[config.mk]
export PLATFORM = sky130hd
export DESIGN_NAME = mem_bus_arbiter
export DESIGN_NICKNAME = d
export VERILOG_FILES = /design/src/rtl/gb_mem_pkg.sv /design/src/rtl/arb_tag_pipe.sv /design/src/rtl/mem_bus_arbiter.sv
export SDC_FILE = /design/constraint.sdc
export NUM_CORES = 1
export LEC_CHECK = 0
export ABC_CLOCK_PERIOD_IN_PS = 4700
export BUFFER_PORTS_ARGS = -buffer_cell sky130_fd_sc_hd__buf_2
export CORE_ASPECT_RATIO = 1.2
export CORE_MARGIN = 2
export CORE_UTILIZATION = 47
export DETAILED_ROUTE_END_ITERATION = 10
export PLACE_DENSITY = 0.85
export SLEW_MARGIN = 20
export SYNTH_ARGS = -nofsm -noshare
export SYNTH_HDL_FRONTEND = slang
export SYNTH_HIERARCHICAL = 1
export SYNTH_SLANG_ARGS = --single-unit
[constraint.sdc]
create_clock -name clk -period 4.7 [get_ports clk]
set_input_delay 0.235 -clock clk [delete_from_list [all_inputs] [get_ports clk]]
set_output_delay 0.235 -clock clk [all_outputs]
set_load 0.01 [all_outputs]
[src/rtl/gb_mem_pkg.sv]
// Shared types and defaults for the GB memory-port arbiter slice.
package gb_mem_pkg;

  localparam int unsigned ADDR_W_DEF   = 16;
  localparam int unsigned DATA_W_DEF   = 8;
  localparam int unsigned READ_LAT_MIN = 1;
  localparam int unsigned READ_LAT_MAX = 4;

  typedef enum logic {
    REQ_CPU = 1'b0,
    REQ_DMA = 1'b1
  } req_id_e;

  typedef struct packed {
    logic    valid;
    req_id_e owner;
  } rd_tag_t;

endpackage

[src/rtl/arb_tag_pipe.sv]
// Read-tag shift register: tracks which requester owns each in-flight read.
module arb_tag_pipe
  import gb_mem_pkg::*;
#(
  parameter int unsigned DEPTH = 1
) (
  input  logic    clk,
  input  logic    reset,
  input  rd_tag_t tag_in,
  output rd_tag_t head,
  output logic    any_valid
);

  rd_tag_t stage [DEPTH];

  always_ff @(posedge clk or posedge reset) begin
    if (reset) begin
      for (int unsigned i = 0; i < DEPTH; i++) stage[i] <= '0;
    end else begin
      stage[0] <= tag_in;
      for (int unsigned i = 1; i < DEPTH; i++) stage[i] <= stage[i-1];
    end
  end

  assign head = stage[DEPTH-1];

  always_comb begin
    any_valid = 1'b0;
    for (int unsigned i = 0; i < DEPTH; i++) any_valid = any_valid | stage[i].valid;
  end

endmodule

[src/rtl/mem_bus_arbiter.sv]
// Two-port (CPU / DMA) arbiter for the single GB memory port, with a CPU
// starvation guard and owner-tagged read return.
module mem_bus_arbiter
  import gb_mem_pkg::*;
#(
  parameter int unsigned ADDR_W       = ADDR_W_DEF,
  parameter int unsigned DATA_W       = DATA_W_DEF,
  parameter int unsigned READ_LATENCY = 1,
  parameter int unsigned MAX_WAIT     = 8
) (
  input  logic              clk,
  input  logic              reset,
  input  logic              cpu_req,
  input  logic [ADDR_W-1:0] cpu_addr,
  input  logic              cpu_we,
  input  logic [DATA_W-1:0] cpu_wdata,
  output logic              cpu_gnt,
  output logic [DATA_W-1:0] cpu_rdata,
  output logic              cpu_rvalid,
  input  logic              dma_req,
  input  logic [ADDR_W-1:0] dma_addr,
  input  logic              dma_we,
  input  logic [DATA_W-1:0] dma_wdata,
  output logic              dma_gnt,
  output logic [DATA_W-1:0] dma_rdata,
  output logic              dma_rvalid,
  output logic [ADDR_W-1:0] mem_addr,
  output logic [DATA_W-1:0] mem_data_write,
  output logic              mem_do_write,
  input  logic [DATA_W-1:0] mem_data_read,
  output logic              arb_busy
);

  if (READ_LATENCY < READ_LAT_MIN || READ_LATENCY > READ_LAT_MAX) begin : g_bad_latency
    $error("mem_bus_arbiter: READ_LATENCY must be in 1..4");
  end
  if (MAX_WAIT == 0 || MAX_WAIT > 255) begin : g_bad_max_wait
    $error("mem_bus_arbiter: MAX_WAIT must be in 1..255");
  end

  localparam logic [7:0] WAIT_LIMIT = 8'(MAX_WAIT);

  logic [7:0]        wait_cnt;
  logic              any_gnt;
  logic [ADDR_W-1:0] g_addr;
  logic              g_we;
  logic [DATA_W-1:0] g_wdata;
  rd_tag_t           tag_in;
  rd_tag_t           tag_head;

  // DMA wins ties unless the CPU has been stalled for MAX_WAIT cycles.
  always_comb begin
    cpu_gnt = cpu_req & (~dma_req | (wait_cnt == WAIT_LIMIT));
    dma_gnt = dma_req & ~cpu_gnt;
    any_gnt = cpu_gnt | dma_gnt;
    g_addr  = dma_gnt ? dma_addr  : cpu_addr;
    g_we    = dma_gnt ? dma_we    : cpu_we;
    g_wdata = dma_gnt ? dma_wdata : cpu_wdata;
    tag_in.valid = any_gnt & ~g_we;
    tag_in.owner = dma_gnt ? REQ_DMA : REQ_CPU;
  end

  always_ff @(posedge clk or posedge reset) begin
    if (reset) begin
      mem_addr       <= '0;
      mem_data_write <= '0;
      mem_do_write   <= 1'b0;
      wait_cnt       <= '0;
    end else begin
      if (any_gnt) begin
        mem_addr     <= g_addr;
        mem_do_write <= g_we;
        if (g_we) mem_data_write <= g_wdata;
      end else begin
        mem_do_write <= 1'b0;
      end

      if (!cpu_req || cpu_gnt) wait_cnt <= '0;
      else if (wait_cnt != WAIT_LIMIT) wait_cnt <= wait_cnt + 8'd1;
    end
  end

  arb_tag_pipe #(
    .DEPTH(READ_LATENCY)
  ) u_tag_pipe (
    .clk      (clk),
    .reset    (reset),
    .tag_in   (tag_in),
    .head     (tag_head),
    .any_valid(arb_busy)
  );

  assign cpu_rvalid = tag_head.valid & (tag_head.owner == REQ_CPU);
  assign dma_rvalid = tag_head.valid & (tag_head.owner == REQ_DMA);
  assign cpu_rdata  = mem_data_read;
  assign dma_rdata  = mem_data_read;

endmodule

# After elaboration in Yosys (flattened, before gate mapping)
# Cells that the tools add are included.
# Widths: inputs -> output; s select.
[word_totals]
regBits = 35
latchBits = 0
ramBits = 0
mem_bits_ro = 0
in_bits = 62
output_inout_bits = 46
word_cells = 31
mem_count = 0
[classes]
n_addsub = 1
multipliers = 0
div_mod_pow = 0
order_cmp = 0
n_eq_ne = 2
n_shift = 0
mux = 7
bitwise = 11
n_reduce_logical = 4
[ops]
columns = ["cell", "count"]
rows = [
  ["$mux 8", 3],
  ["$mux 16", 1],
  ["$add 8x1->8 const B", 1],
  ["$eq 8x4->1 const B", 1],
  ["$ne 8x4->1 const B", 1],
  ["$and 1x1->1", 5],
  ["$not 1->1", 4],
  ["$mux 1", 3],
  ["$or 1x1->1", 2],
  ["$reduce_and 2->1", 1],
  ["$reduce_bool 2->1", 1],
  ["$logic_not 1->1", 1],
  ["$logic_or 1x1->1", 1],
]

# Longest topological paths before layout
# Gate-level depths: netlist (run 1).
[depth]
word_depth = 8
ltp_mapped = 8
ltp_nobuf = 7

# By module
# Netlist (run 1), hierarchy kept.
[modules_own_cells]
columns = ["module", "instances", "cells_each", "area_per_inst_um2", "seq_area_each_um2"]
rows = [
  ["mem_bus_arbiter", 1, 169, 1806.7, 825.8],
  ["arb_tag_pipe", 1, 4, 61.3, 50.0],
]

# Worst setup path after synthesis (run 1)
# OpenSTA, ideal clock, no wires.
[synth_path]
path_kind = "flip-flop to flip-flop"
from = "reg wait_cnt[0]"
to = "reg mem_data_write[0]"
setup_ns = 0.125
t_arrival_ns = 2.139
required_ns = 4.575
slack_ns = 2.436
stages_incl_launch_ff = 9
n_path_buf = 1
synth_period_minus_slack_ns = 2.264
path_cell_list = "dfrtp_1 -> inv_1 -> ha_1 -> or4b_4 -> o21ai_4 -> inv_4 -> a22o_1 -> buf_6 -> mux2_4"
[synth_via]
elab_chain_len = 7
elab_cells_between_ends = 9
cone_classes = "eq/ne: 1; mux: 2; bitwise: 5; reduce/logical: 1"
[synth_lines]
columns = ["item", "line", "source"]
rows = [
  ["start, declared", "mem_bus_arbiter.sv:43", "logic [7:0] wait_cnt;"],
  ["start signal, assigned", "mem_bus_arbiter.sv:79", "else if (wait_cnt != WAIT_LIMIT) wait_cnt <= wait_cnt + 8'd1;"],
  ["$eq 8x4->1 *", "mem_bus_arbiter.sv:53", "cpu_gnt = cpu_req & (~dma_req | (wait_cnt == WAIT_LIMIT));"],
  ["$or 1x1->1 *", "mem_bus_arbiter.sv:53", ""],
  ["$and 1x1->1 *", "mem_bus_arbiter.sv:53", ""],
  ["$not 1->1 *", "mem_bus_arbiter.sv:54", "dma_gnt = dma_req & ~cpu_gnt;"],
  ["$and 1x1->1 *", "mem_bus_arbiter.sv:54", ""],
  ["net dma_gnt", "mem_bus_arbiter.sv:24", "output logic dma_gnt,"],
  ["$or 1x1->1 / $mux 1 (equally long branches)", "mem_bus_arbiter.sv:55, mem_bus_arbiter.sv:57", ""],
  ["$reduce_and 2->1 (no source line)", "--", ""],
  ["end signal, assigned", "mem_bus_arbiter.sv:73", "if (g_we) mem_data_write <= g_wdata;"],
  ["end, declared", "mem_bus_arbiter.sv:28", "output logic [DATA_W-1:0] mem_data_write,"],
]
# The timed path passes the listed nets; every way through them passes the cells marked *.
# A chain may end at the register's enable or synchronous reset.

# Final worst setup path (run 1)
[layout_path]
from = "reg wait_cnt[0]"
to = "reg mem_data_write[7]"
[layout_via]
elab_chain_len = 7
elab_cells_between_ends = 9
cone_classes = "eq/ne: 1; mux: 2; bitwise: 5; reduce/logical: 1"
[layout_lines]
columns = ["item", "line"]
rows = [
  ["$eq 8x4->1 *", "mem_bus_arbiter.sv:53"],
  ["$or 1x1->1 *", "mem_bus_arbiter.sv:53"],
  ["$and 1x1->1 *", "mem_bus_arbiter.sv:53"],
  ["$not 1->1", "mem_bus_arbiter.sv:54"],
  ["$and 1x1->1", "mem_bus_arbiter.sv:54"],
  ["$or 1x1->1 / $mux 1 (equally long branches)", "mem_bus_arbiter.sv:55, mem_bus_arbiter.sv:57"],
  ["$reduce_and 2->1 (no source line)", "--"],
]
# Mark *: on every way between the ends. The rest lies on a longest branch, timed or not.

==> impl_metrics.yaml, run 1 <==
layout:
  area_delta_synth_final_pct: 23.0
  diodes: 0
  num-fill-cells: 350
  finalCoreUtilization_pct: 59.2
  finalInstanceArea_sq_um: 2300
  drive_gt1_share_pct: 47.1
  stdcell_count: 296
  final_nets: 305
drt:
  wirelength_microns: 3710
  post_drt_wl_per_cell_microns: 12.5
  drtPass1Iterations: 4
  vias: 1458
  via_per_inst: 4.93
  final_antenna_net_count: 0
  route.detailed.drc: 0
  drtIter0Drc: 56
setup_path:
  crit_fanout: 30
  crit_path_end_kind: "flop"
  path_delay_family: "compound AO/OA/AOI/OAI gates"
  startpoint_type: "flop"
  path_cells: "inv_1 > ha_1 > or4b_4 > o22ai_2 > buf_4 > a22o_1 > mux2_4"
  cp_num_buf_inv: 2
  slowest_stage: "a22o_1"
  r2r_start: "wait_cnt[0]"
  max_stage_delay_ns: 0.53
  cp_data_arrival_time_ns: 2.73
  required_ns: 4.86
  critPathLaunch: "wait_cnt[0]"
  worstSetupPathType: "flop to flop"
die:
  dieArea_sq_um: 4500
  pin_count: 108
  row_count: 25
  coreArea_sq_um: 3880
  die_y_microns: 73.1
  die_w_microns: 61.6
  start_util_pct: 48.2
grt:
  overflow: 0
  antenna_found_initial: 0
  track_usage_pct: 17.5
  grt_max_degree: 31
  grt_pass1_vias: 1459
  grt_pass1_wl_microns: 5920
logic_synthesis:
  yosysMostFrequentCell: "dfrtp_1"
  synth_warnings: 6
  synth_top_area_share_pct: 46.9
  synth_common_cells: "dfrtp_1, inv_1, buf_4, nand2_1"
  avgSynthCellArea_sq_um: 10.8
  yosysUniqueCellTypes: 33
  postSynthCellCount: 173
  ys_ff_latch: 35
  seq_area_frac_synth_pct: 46.9
  synth_area_leaders: "dfrtp_1, buf_4, mux2_4"
  synth-async-reset-ratio_pct: 100
  synthFlopType: "dfrtp_1"
  yosysTopAreaCell: "dfrtp_1"
  synth_edf_count: 0
  synth_nets: 237
  netlist_area_sq_um: 1870
clock_network:
  cts_setup_buffers: 0
  cts_sinks: 35
  clk_pin_slew_ns: 0.06
  cts_tree: "built"
  cts_max_path_buffers: 2
  htree_levels: 2
  clock_insertion_delay_worst_skew_ns: 0.27
  numCtsBuffers: 5
  cts_root_buf: "clkbuf_8"
power_and_ir_drop:
  p_per_area_nw_per_um2: 301
  leakage_uw: 0.00125
  power_frac_comb_pct: 21.5
  swShare_pct: 26.0
  intPower_uw: 512
  p_clk_share_pct: 28.6
  seqPwrFrac_pct: 49.9
  peakVddDrop_mv: 0.168
  power_switching_uw: 180
run_status:
  status: "finished clean"
timing:
  fin_tns_setup_ns: 0
  maxSlewViolCount: 0
  setup_viol: 0
  post-route-period-util_pct: 54.6
  hold_viol: 0
  tightest_slew_ns: 0.963
  max_freq_mhz: 389
  rsz0062_at_grt: "false"
  period_minus_slack_ns: 2.57
  finalWorstSetupSlack_ns: 2.13
  relSlewSlack_pct: 34.8
  skew_ns: 0.00525
placement:
  place_ws_ns: 2.12
  placed_cell_area_sq_um: 2210
  gp_congestion: 0.830
  io_buffers: 83
  hpwl_microns: 2890
  placed_cells: 287
worst_hold_path:
  hold_path.class: "primary input to flop"
  hp-start: "dma_we"
run:
  cap_violations: 0
## worst register-to-register path: cells and delay by family (launching register included)
kind | cells | cell delay (ns)
multiplexers | 1 | 0.35
buffers and inverters | 2 | 0.38
AND/OR/NAND/NOR | 1 | 0.50
adder cells (fa/ha/maj) | 1 | 0.14
AO/OA/AOI/OAI | 2 | 0.66
flip-flops | 1 | 0.43
## worst paths after layout
path,endpoint,slack (ns),cells past startpoint
max in group asynchronous,mem_addr[10],3.50,4
worst min register to register,mem_addr[5],0.50,2
worst max register to register,mem_data_write[7],2.13,7
worst min-delay path,u_tag_pipe/any_valid,0.14,2
worst max-delay path,mem_data_write[7],2.13,7
min in group asynchronous,u_tag_pipe/head[0],0.36,3
## timing repair
item                      CTS  global route
hold buffers                1             0
hold endpoints to repair   12             0
resized for setup           0             0
## state kept, by name, summed over array words and instances (netlist names)
signal                flops
u_tag_pipe/any_valid      1
mem_data_write            8
u_tag_pipe/head           1
wait_cnt                  8
mem_addr                 16
mem_do_write              1
## cell type report
type	instances	area (sq um)	area share (%)
sequential	35	876	38.1
multi-input combinational	91	747	32.5
timing repair buffer	86	440	19.2
inverter	22	85.1	3.70
clock buffer	7	76.3	3.32
tap	54	67.6	2.94
clock inverter	1	5.00	0.218
## per-layer routing
metal  track usage (%)  up-vias  wire [microns]
met5                 0        -               0
li1                  -      713               -
met2              31.2       56            1890
met1              18.4      673            1470
met3              4.08       16             236
met4              8.75        0             114
## layout by cell type, fill, tap and decap left out, types with 2 or more instances in the layout
cell type,n
xor2_1,5
a222oi_1,4
nor2_1,9
o32ai_1,11
clkbuf_8,5
dfrtp_1,35
buf_4,2
inv_1,21
mux2_2,8
nand2_1,12
nand3_1,5
mux2_4,8
buf_2,83
ha_1,2
a21o_1,11
clkbuf_1,2
## metrics by stage
| stage | power (uW) | hold WS [ns] |
|---|---|---|
| 2_1_floorplan | 452 | -0.0238 |
| 3_3_place_gp | 496 | 0.0946 |
| 3_5_place_dp | 500 | 0.0991 |
| 4_1_cts | 704 | 0.132 |
| 5_1_grt | 735 | 0.145 |
| 6_report | 692 | 0.141 |
## cell families (layout without fill, tap and decap cells)
logic type | count (synthesis) | after routing | synth area share, %
buffers and inverters | 47 | 116 | 13.5
XOR/XNOR | 6 | 6 | 2.81
multiplexers | 16 | 16 | 11.3
flip-flops | 35 | 35 | 46.9
AO/OA/AOI/OAI | 33 | 33 | 14.9
AND/OR/NAND/NOR | 34 | 34 | 9.31
adder cells (fa/ha/maj) | 2 | 2 | 1.34
## power by group through the flow
stage	registers (uW)	clock network, uW	logic, uW
2_1_floorplan	363	0	88.7
3_3_place_gp	350	0	146
3_5_place_dp	350	0	150
4_1_cts	345	208	151
5_1_grt	349	220	165
6_report	345	198	149
Note: power is estimated with default switching activity, not from simulation.
==> run 2: changes to the inputs <==
ABC_AREA = 1   (was not set)
ABC_CLOCK_PERIOD_IN_PS = 2610   (was 4700)
CORE_UTILIZATION = 44   (was 47)
PLACE_DENSITY = 0.8   (was 0.85)
clock period = 2.61 ns   (was 4.7 ns; I/O delays follow)
==> impl_metrics.yaml, run 2 <==
run_status:
  status: "finished clean"
layout:
  final_nets: 377
  num-fill-cells: 399
  largest_reg_flops: 16
  stdcell_count: 368
  regArea_sq_um: 876
  multi_input_area_sq_um: 741
  drive_gt1_share_pct: 33.1
  largest_registers: "mem_addr x16, mem_data_write x8, wait_cnt x8"
  final_common_cell: "nand2_1"
  diodes: 0
  layout_common_cells: "nand2_1, buf_2, dfrtp_1"
  area_delta_synth_final_pct: 23.4
  max_flop_register: "mem_addr"
grt:
  overflow: 0
  antenna_found_initial: 0
  track_usage_pct: 19.7
  grt_max_degree: 25
  grt_pass1_vias: 1676
  grt_pass1_wl_microns: 7320
placement:
  hpwl_microns: 3370
  io_buffers: 83
  gp_congestion: 0.798
  placed_cells: 359
logic_synthesis:
  yosysTopAreaCell: "dfrtp_1"
  netlist_area_sq_um: 1870
  synthFlopType: "dfrtp_1"
  synth-simple-area-share_pct: 34.1
  synth_xor_area_share_pct: 0
  synth_area_leaders: "dfrtp_1, nand2_1, nand3_1"
  synth_warnings: 6
  synth_compound_area_share_pct: 4.29
  synth_edf_count: 0
  avgSynthCellArea_sq_um: 7.71
  yosysMostFrequentCell: "nand2_1"
  yosysUniqueCellTypes: 21
  seq_area_frac_synth_pct: 46.9
  synth_top_area_share_pct: 46.9
  synth-async-reset-ratio_pct: 100
  ys_ff_latch: 35
  synth_top_family_by_area: "simple AND/OR/NAND/NOR gates"
  synthAdderAreaFrac_pct: 1.34
  synth_common_cells: "nand2_1, dfrtp_1, nand3_1, buf_4, inv_1"
  postSynthCellCount: 242
  synth_mux_area_share_pct: 0
  synth_nets: 306
clock_network:
  ctsResizeCount: 0
  clk_pin_slew_ns: 0.07
  cts_tree: "built"
  cts_max_path_buffers: 2
  hold_buffers: 1
  cts_sinks: 35
  htree_levels: 2
  clock_insertion_delay_worst_skew_ns: 0.29
  numCtsBuffers: 5
  cts_root_buf: "clkbuf_8"
  cts_setup_buffers: 0
drt:
  via_per_inst: 4.69
  wirelength_microns: 4390
  vias: 1726
  drtPass1Iterations: 4
  final_antenna_net_count: 0
  drtIter0Drc: 74
  route.detailed.drc: 0
  post_drt_wl_per_cell_microns: 11.9
timing:
  relSlewSlack_pct: 73.3
  skew_ns: 0.00960
  hold_viol: 0
  setup_viol: 0
  max_freq_mhz: 505
  maxSlewViolCount: 0
  tightest_slew_ns: 0.399
  post-route-period-util_pct: 75.9
  rsz0062_at_grt: "false"
  period_minus_slack_ns: 1.98
  fin_tns_setup_ns: 0
setup_path:
  cp_data_arrival_time_ns: 1.85
  worstRegToRegCells: 10
  crit_path_end_kind: "output port"
  crit_fanout: 15
  r2r_start: "wait_cnt[0]"
  required_ns: 2.48
  worstSetupPathType: "flop to output port"
  startpoint_type: "flop"
  r2r_setup_slack_ns: 0.90
  reg2reg_to: "mem_data_write[2]"
worst_hold_path:
  hold_path.class: "primary input to flop"
  hp-start: "cpu_addr[10]"
  min_delay_worst_endpoint: "mem_addr[10]"
  whs_path_depth: 3
die:
  pin_count: 108
  die_y_microns: 75.3
  die_w_microns: 63.4
  dieArea_sq_um: 4780
  start_util_pct: 46.6
  row_count: 25
  coreArea_sq_um: 4000
power_and_ir_drop:
  leakage_uw: 0.00131
  peakVddDrop_mv: 0.312
  p_per_area_nw_per_um2: 543
run:
  cap_violations: 0
[run 2: cell types whose count changed after synthesis, moves of 4 or more]
cell      before  now
a21o_1        11    0
a21oi_1        0    6
a222oi_1       4    0
clkbuf_1       6    1
mux2_2         8    0
mux2_4         8    0
nand2_1       12   98
nand3_1        5   33
o32ai_1       11    0
xor2_1         5    0
[run 2: per-layer routing]
layer  routed length (microns)  part of all wire (%)  global-route usage [%]  up-vias
met4                        78                   1.8                    7.25        0
met5                         0                     0                       0        -
met1                      1800                    41                    24.1      774
met2                      2200                    50                    35.2       62
met3                       303                   6.9                    3.99       12
li1                          -                     -                       -      878
[run 2: final cells by class]
class                   count  area share [%]
flip-flops and latches     35            38.0
multi-input cells         164            32.2
repair buffers             87            19.5
clock buffers               7            3.75
inverters                  20            3.26
well taps                  54            2.93
clock inverters             1           0.380
[run 2: worst max path at each step]
stage | from | endpoint | depth (start not counted) | slack (ns)
floorplan | wait_cnt[0] | mem_data_write[0] | 9 | 1.21
global placement | wait_cnt[0] | mem_data_write[4] | 10 | 0.95
detailed placement | wait_cnt[0] | mem_data_write[0] | 10 | 0.90
CTS | wait_cnt[0] | dma_gnt | 7 | 0.61
global route | wait_cnt[0] | dma_gnt | 7 | 0.45
finish | wait_cnt[0] | dma_gnt | 7 | 0.63
[run 2: worst max-delay path: stages, from the launching register on]
cell and delay, ns:
dfrtp_1 0.40, inv_1 0.06, ha_1 0.20, nand3_1 0.08
nor2_1 0.07, a21oi_4 0.32, buf_4 0.27, buf_2 0.16
[run 2: stage by stage]
stage / worst slack (ns) / total power [uW] / instance area, sq um / hold WS (ns) / utilization [%]
final: 0.630 / 1250 / 2300 / 0.0447 / 57.5
after detailed placement: 0.904 / 857 / 2200 / -0.00631 / 54.9
after global routing: 0.452 / 1320 / 2300 / 0.0582 / 57.5
after floorplan: 1.21 / 771 / 1870 / -0.128 / -
after CTS: 0.615 / 1260 / 2300 / 0.0441 / 57.5
after global placement: 0.953 / 852 / 2200 / -0.0108 / 54.9
[run 2: report_power, final]
part	total (uW)	switching [uW]	internal (uW)
Sequential	613	24.9	588
Combinational	232	133	99.6
Clock	405	189	216
[run 2: logic make-up (layout without fill, tap and decap cells)]
kind of cell | Yosys count | after routing
simple gates | 151 | 151
buf+inv | 43 | 115
flops | 35 | 35
compound gates | 11 | 11
fa+ha+maj | 2 | 2
==> run 3: changes to the inputs <==
ABC_CLOCK_PERIOD_IN_PS = 1800   (was 2610)
CORE_UTILIZATION = 39   (was 44)
PLACE_DENSITY = 0.75   (was 0.8)
clock period = 1.8 ns   (was 2.61 ns; I/O delays follow)
==> impl_metrics.yaml, run 3 (synthesized netlist as in run 2, its figures left out) <==
run_status:
  status: "finished clean"
die:
  row_count: 27
  pin_count: 108
  coreArea_sq_um: 4590
  start_util_pct: 40.6
  die_w_microns: 67.1
  die_y_microns: 79.8
  dieArea_sq_um: 5360
setup_path:
  max_stage_delay_ns: 0.40
  crit_path_end_kind: "flop"
  path_cells: "inv_1 > ha_1 > nand3_1 > nor2_1 > a21oi_4 > buf_4 > nand2_1 > nand3_4 > nand2_1 > nand2_1"
  required_ns: 1.98
  r2r_setup_slack_ns: 0.12
  slowest_stage: "dfrtp_1"
  crit_fanout: 9
  startpoint_type: "flop"
  cp_data_arrival_time_ns: 1.86
  path_common_cell: "nand2_1"
  worstSetupPathType: "flop to flop"
layout:
  final_common_cell: "nand2_1"
  largest_registers: "mem_addr x16, mem_data_write x8, wait_cnt x8"
  area_delta_synth_final_pct: 28.1
  drive_gt1_share_pct: 34.0
  final_nets: 382
  finalInstanceArea_sq_um: 2390
  max_flop_register: "mem_addr"
  largest_reg_flops: 16
  layout_common_cells: "nand2_1, buf_2, dfrtp_1"
  diodes: 0
  stdcell_count: 376
drt:
  drtIter0Drc: 85
  vias: 1727
  post_drt_wl_per_cell_microns: 11.5
  route.detailed.drc: 0
  wirelength_microns: 4320
  via_per_inst: 4.59
  final_antenna_net_count: 0
  drtPass1Iterations: 4
timing:
  maxSlewViolCount: 0
  skew_ns: 0.00651
  setup_viol: 0
  max_freq_mhz: 594
  relSlewSlack_pct: 68.6
  period_minus_slack_ns: 1.68
  tightest_slew_ns: 0.470
  fin_hold_ws_ns: 0.00911
  hold_viol: 0
  post-route-period-util_pct: 93.5
  fin_tns_setup_ns: 0
clock_network:
  numCtsBuffers: 5
  cts_tree: "built"
  cts_max_path_buffers: 2
  clock_insertion_delay_worst_skew_ns: 0.28
  cts_root_buf: "clkbuf_8"
  cts_sinks: 35
  htree_levels: 2
  clk_pin_slew_ns: 0.07
power_and_ir_drop:
  leakage_uw: 0.00135
  peakVddDrop_mv: 0.572
  report.power.total_uw: 1910
  p_per_area_nw_per_um2: 799
worst_hold_path:
  hold_path.class: "primary input to flop"
placement:
  placed_cell_area_sq_um: 2240
  io_buffers: 83
  hpwl_microns: 3250
  gp_congestion: 0.806
  placed_cells: 365
grt:
  overflow: 0
  grt_pass1_wl_microns: 7070
  track_usage_pct: 17.6
  grt_max_degree: 26
  antenna_found_initial: 0
  grt_pass1_vias: 1656
run:
  cap_violations: 0
[run 3: changes by cell type in the layout (fill, tap and decap cells not counted), sizes merged]
cell | previous run | this run
bufinv | 0 | 1
buf | 86 | 90
clkbuf | 7 | 6
clkinv | 1 | 0
dlygate4sd3 | 1 | 2
[run 3: through the flow]
step / utilization [%] / setup slack [ns]
finish: 52.0 / 0.117
global route: 52.0 / -0.00290
CTS: 51.6 / 0.0667
detailed placement: 48.8 / 0.187
global placement: 48.8 / 0.238
floorplan: - / 0.395
[run 3: where the power goes]
group	switching [uW]	internal (uW)	leakage, uW
sequential	38.1	853	0.000441
combinational	193	159	0.000854
clock	262	406	0.0000513
[run 3: cell type report]
type | count | area (sq um)
Clock buffer | 6 | 72.6
Tap cell | 58 | 72.6
Fill cell | 455 | 2200
Timing Repair Buffer | 92 | 513
Clock inverter | 1 | 30.0
Sequential cell | 35 | 876
Inverter | 20 | 77.6
Multi-Input combinational cell | 164 | 748
[run 3: worst paths after layout]
path | cells after the start | from | to
min in group asynchronous | 3 | reset | u_tag_pipe/head[0]
min | 3 | cpu_addr[1] | mem_addr[1]
max | 10 | wait_cnt[0] | mem_data_write[4]
min reg2reg | 1 | wait_cnt[0] | wait_cnt[0]
max reg2reg | 10 | wait_cnt[0] | mem_data_write[4]
max in group asynchronous | 4 | reset | wait_cnt[7]
[run 3: what timing repair did]
item | CTS | global route
hold buffers | 2 | 0
setup endpoints to repair | 2 | 10
buffers inserted | 1 | 1
pin swaps | 1 | 0
resized for setup | 1 | 2
hold endpoints to repair | 11 | 0
[run 3: worst max-delay path: cells and delay by family (launching register included)]
kind,cells,cell delay (ns)
flip-flops,1,0.40
AND/OR/NAND/NOR,6,0.70
buffers and inverters,2,0.24
adder cells (fa/ha/maj),1,0.16
AO/OA/AOI/OAI,1,0.09
[run 3: metal layers]
metal | GRT usage, % | up-vias | wire [microns]
met1 | 20.7 | 767 | 1790
met5 | 0 | - | 0
met4 | 6.33 | 0 | 87
met2 | 29.9 | 67 | 2150
met3 | 5.36 | 9 | 288
li1 | - | 884 | -
